`config.mk`:
```
export PLATFORM = sky130hd
export DESIGN_NAME = ex_mem_pipe
export DESIGN_NICKNAME = d
export VERILOG_FILES = /design/src/rtl/ex_mem_pipe.sv
export SDC_FILE = /design/constraint.sdc
export NUM_CORES = 1
export LEC_CHECK = 0
export CAP_MARGIN = 0
export CORE_AREA = 4 4 189 191
export DETAILED_ROUTE_END_ITERATION = 16
export DIE_AREA = 0 0 193 195
export PLACE_DENSITY_LB_ADDON = 0.05
export SLEW_MARGIN = 20
export SYNTH_ARGS = -nofsm -noshare
export SYNTH_HDL_FRONTEND = slang
export SYNTH_SLANG_ARGS = --single-unit
```
`constraint.sdc`:
```
create_clock -name clk -period 1.5 [get_ports clk]
set_clock_uncertainty 0.2 [all_clocks]
set_input_delay 0.3 -clock clk [delete_from_list [all_inputs] [get_ports clk]]
set_output_delay 0.3 -clock clk [all_outputs]
set_load 0.02 [all_outputs]
```
`src/rtl/ex_mem_pipe.sv`:
```
// EX->MEM pipeline register with stall/bubble/flush control.
// Also preserves the madd/msub partial product and step count while EX is stalled.
module ex_mem_pipe #(
  parameter int unsigned ADDR_W  = 5,
  parameter int unsigned DATA_W  = 32,
  parameter int unsigned ALUOP_W = 8,
  parameter int unsigned CNT_W   = 2
) (
  input  logic                clk,
  input  logic                rst,
  input  logic                flush,
  input  logic                stall_ex,
  input  logic                stall_mem,
  input  logic [ADDR_W-1:0]   ex_dest_addr,
  input  logic                ex_wreg,
  input  logic [DATA_W-1:0]   ex_dest_data,
  input  logic                ex_whilo,
  input  logic [DATA_W-1:0]   ex_hi,
  input  logic [DATA_W-1:0]   ex_lo,
  input  logic [ALUOP_W-1:0]  ex_aluop,
  input  logic [DATA_W-1:0]   ex_mem_addr,
  input  logic [DATA_W-1:0]   ex_store_data,
  input  logic [2*DATA_W-1:0] ex_hilo_temp,
  input  logic [CNT_W-1:0]    ex_cnt,
  output logic [ADDR_W-1:0]   mem_dest_addr,
  output logic                mem_wreg,
  output logic [DATA_W-1:0]   mem_dest_data,
  output logic                mem_whilo,
  output logic [DATA_W-1:0]   mem_hi,
  output logic [DATA_W-1:0]   mem_lo,
  output logic [ALUOP_W-1:0]  mem_aluop,
  output logic [DATA_W-1:0]   mem_mem_addr,
  output logic [DATA_W-1:0]   mem_store_data,
  output logic [2*DATA_W-1:0] hilo_temp_o,
  output logic [CNT_W-1:0]    cnt_o
);

  logic bubble;
  logic load;
  logic save_acc;

  // Flush wins over any stall; stall_mem without stall_ex is treated as a full hold.
  always_comb begin
    bubble   = flush | (stall_ex & ~stall_mem);
    load     = ~flush & ~stall_ex & ~stall_mem;
    save_acc = ~flush & stall_ex & ~stall_mem;
  end

  always_ff @(posedge clk or negedge rst) begin
    if (!rst) begin
      mem_dest_addr  <= '0;
      mem_wreg       <= 1'b0;
      mem_dest_data  <= '0;
      mem_whilo      <= 1'b0;
      mem_hi         <= '0;
      mem_lo         <= '0;
      mem_aluop      <= '0;
      mem_mem_addr   <= '0;
      mem_store_data <= '0;
    end else if (bubble) begin
      mem_dest_addr  <= '0;
      mem_wreg       <= 1'b0;
      mem_dest_data  <= '0;
      mem_whilo      <= 1'b0;
      mem_hi         <= '0;
      mem_lo         <= '0;
      mem_aluop      <= '0;
      mem_mem_addr   <= '0;
      mem_store_data <= '0;
    end else if (load) begin
      mem_dest_addr  <= ex_dest_addr;
      mem_wreg       <= ex_wreg;
      mem_dest_data  <= ex_dest_data;
      mem_whilo      <= ex_whilo;
      mem_hi         <= ex_hi;
      mem_lo         <= ex_lo;
      mem_aluop      <= ex_aluop;
      mem_mem_addr   <= ex_mem_addr;
      mem_store_data <= ex_store_data;
    end
  end

  always_ff @(posedge clk or negedge rst) begin
    if (!rst) begin
      hilo_temp_o <= '0;
      cnt_o       <= '0;
    end else if (save_acc) begin
      hilo_temp_o <= ex_hilo_temp;
      cnt_o       <= ex_cnt;
    end else if (flush || load) begin
      hilo_temp_o <= '0;
      cnt_o       <= '0;
    end
  end

endmodule

```
==> impl_metrics.env <==
export IMPL_vias=8013
export IMPL_drv_slew=0
export IMPL_dieWidth_um=193
export IMPL_pre_cts_ws_ps=-487.7
export IMPL_crit_fanout=2
export IMPL_area_growth_pct=87.59
export IMPL_p_switching_mw=4.082
export IMPL_drtAntennaViolNets=0
export IMPL_critPathMaxStageDelay_ps=430
export IMPL_syn_area_um2=8842
export IMPL_cts_sinks=241
export IMPL_synth_top_cell_area_share_pct=68.20
export IMPL_max_vdd_ir_drop_mv=0.7426
export IMPL_io_pins=487
export IMPL_grt_pass1_wl_um=52960
export IMPL_crit_arrival_ps=1110
export IMPL_cts_buffers=29
export IMPL_clockBufferDepth=3
export IMPL_antenna_found_initial=7
export IMPL_avgViaCountPerCell=4.949
export IMPL_cp_top_family="flip-flops"
export IMPL_core_um2=34120
export IMPL_setup_ws_ps=-110.9
export IMPL_switching_share_pct=25.09
export IMPL_holdCritPathClass="in2async"
export IMPL_cap_viol_max_count=0
export IMPL_grt_max_degree=53
export IMPL_synth_seq_area_share_pct=68.20
export IMPL_synth_top_area_cell="dfrtp_1"
export IMPL_clk_pin_slew_worst_paths_ps=60
export IMPL_post_dp_cell_area_um2=14770
export IMPL_max_clock_freq_ghz=0.6208
export IMPL_r2r_start="mem_lo[27]$_DFFE_PN0P_"
export IMPL_slowest_stage="dfrtp_1"
export IMPL_wirelength_um=36230
export IMPL_root_buffer="clkbuf_16"
export IMPL_p_leak_nw=7.483
export IMPL_ys_warn_count=0
export IMPL_internal_power_mw=12.19
export IMPL_required_ps=1000
export IMPL_path_buf_inv=1
export IMPL_routabilityCongestion=0.7523
export IMPL_dr_first_iter_drc_count=425
export IMPL_ys_flop_type="dfrtp_1"
export IMPL_cp_cell_sequence="buf_12"
export IMPL_yosys_top_cells_count="241 x a32o_1, 241 x dfrtp_1, 60 x buf_2"
export IMPL_fin_crit_ps=1611
export IMPL_final_area_um2=16590
export IMPL_violations="setup timing"
export IMPL_rr_worst_depth=3
export IMPL_status="finished, violations left"
export IMPL_relSlewSlack_pct=77.24
export IMPL_clock_latency_ps=530
export IMPL_setup_viol=241
export IMPL_dr_pass1_iters=4
export IMPL_syn_nets=811
export IMPL_synthCells=565
export IMPL_sequentialPowerShare_pct=42.6
export IMPL_rrSetupSlack_ps=340
export IMPL_synth_cell_types=8
export IMPL_synth_edf_count=0
export IMPL_ys_ff_latch=241
export IMPL_criticalPathCategory="reg2out"
export IMPL_fin_crit_sh_pct=107.4
export IMPL_crit_path_end_kind="output pin"
export IMPL_worst_slew_pin_slew_ps=340.3
export IMPL_gr_total_overflow=0
export IMPL_dieArea_um2=37640
export IMPL_timing_rr_end="mem_lo[27]$_DFFE_PN0P_"
export IMPL_fp_row_count=68
export IMPL_die_h_um=195
export IMPL_portBuffers=486
export IMPL_grt_usage_pct=18.06
export IMPL_initial_core_util_pct=25.92
export IMPL_startpoint_type="register"
export IMPL_combPwrFrac_pct=16.6
export IMPL_utilization_pct=48.62
export IMPL_nets=1387
export IMPL_wire_per_inst_um=22.38
export IMPL_grt_setup_unrepaired="yes"
export IMPL_postSynthAreaPerCell_um2=15.65
export IMPL_synthTopCellsByArea="dfrtp_1 68%, a32o_1 27%, buf_2 3.4%"
export IMPL_hold_slack_ps=185.4
export IMPL_drive_gt1_share_pct=36.44
export IMPL_hold_viol=0
export IMPL_synth_async_reset_ratio_pct=100.0
export IMPL_grt_pass1_vias=8512
export IMPL_dpl_hpwl_um=25910
export IMPL_power_frac_clock_pct=40.9
export IMPL_power_density_nw_per_um2=980.8
export IMPL_critical_path_startpoint="mem_dest_data[31]$_DFFE_PN0P_"
export IMPL_htree_levels=1
export IMPL_route_detailed_drc=0
export IMPL_cts_tree="done"
==> worst max-delay path by stage <==
stage                                    endpoint  cells after the start
floorplan                mem_aluop[0]$_DFFE_PN0P_                      5
global placement    mem_store_data[8]$_DFFE_PN0P_                      5
detailed placement    hilo_temp_o[53]$_DFFE_PN0P_                      5
CTS                             mem_dest_data[31]                      1
global route                    mem_dest_data[31]                      1
finish                          mem_dest_data[31]                      1
==> power by group through the flow <==
stage	combinational [mW]	clock [mW]	sequential (mW)
finish	2.69	6.65	6.93
global placement	2.57	0	6.99
floorplan	0.520	0	7.29
CTS	2.68	6.89	6.93
global route	2.87	7.15	6.95
detailed placement	2.56	0	6.99
==> layer usage <==
layer / vias up / GRT usage, % / share of wire, %
met5: - / 0 / 0.036
met4: 2 / 5.140 / 2.4
met3: 53 / 7.311 / 11
met2: 329 / 31.33 / 51
met1: 4086 / 20.45 / 36
li1: 3543 / - / -
==> final cells by class <==
class / instances / area, um2
diodes: 6 / 15.01
clock buffers: 39 / 813.3
clock inverters: 9 / 72.57
fillers: 3097 / 17530
inverters: 1 / 8.758
multi-input cells: 244 / 2451
flip-flops and latches: 241 / 6031
well taps: 455 / 569.3
repair buffers: 624 / 6626
==> registers in the layout, summed over array words and instances, names as in the netlist, 2 cells and up <==
signal,count
hilo_temp_o,64
mem_dest_data,32
mem_hi,32
mem_lo,32
mem_mem_addr,32
mem_store_data,32
mem_aluop,8
mem_dest_addr,5
cnt_o,2
==> per-stage QoR <==
| step | total power, mW | cells | setup TNS [ps] |
|---|---|---|---|
| after floorplan | 7.815 | 565 | 0 |
| after global placement | 9.555 | 1488 | -100160 |
| after CTS | 16.49 | 1572 | -22640 |
| after detailed placement | 9.555 | 1488 | -103060 |
| final | 16.27 | 1619 | -14260 |
| after global routing | 16.96 | 1619 | -24990 |
==> cells by family (layout without fill, tap and decap cells) <==
family	after synthesis	after routing	share of synthesized area (%)
buffers and inverters	80	673	4.330
flip-flops	241	241	68.20
AO/OA/AOI/OAI	241	241	27.28
AND/OR/NAND/NOR	3	3	0.1839
other	0	6	0
==> layout by cell type, fill, tap and decap left out <==
cell type,n
nor2b_4,2
buf_12,34
clkbuf_8,5
dfrtp_1,241
clkinv_2,7
clkdlybuf4s50_1,244
buf_8,1
inv_6,1
bufinv_16,1
diode_2,6
a32o_1,241
clkinvlp_4,1
buf_4,104
nor2_4,1
dlygate4sd3_1,5
buf_6,236
clkbuf_1,5
clkbuf_16,29
==> repair_timing <==
item / in CTS / in global routing
endpoints found under the setup margin: 241 / 248
gates resized for setup: 1368 / 0
hold buffers: 3 / 3
setup buffers: 33 / 39
endpoints found under the hold margin: 241 / 1
Note: power is estimated with default switching activity, not from simulation.
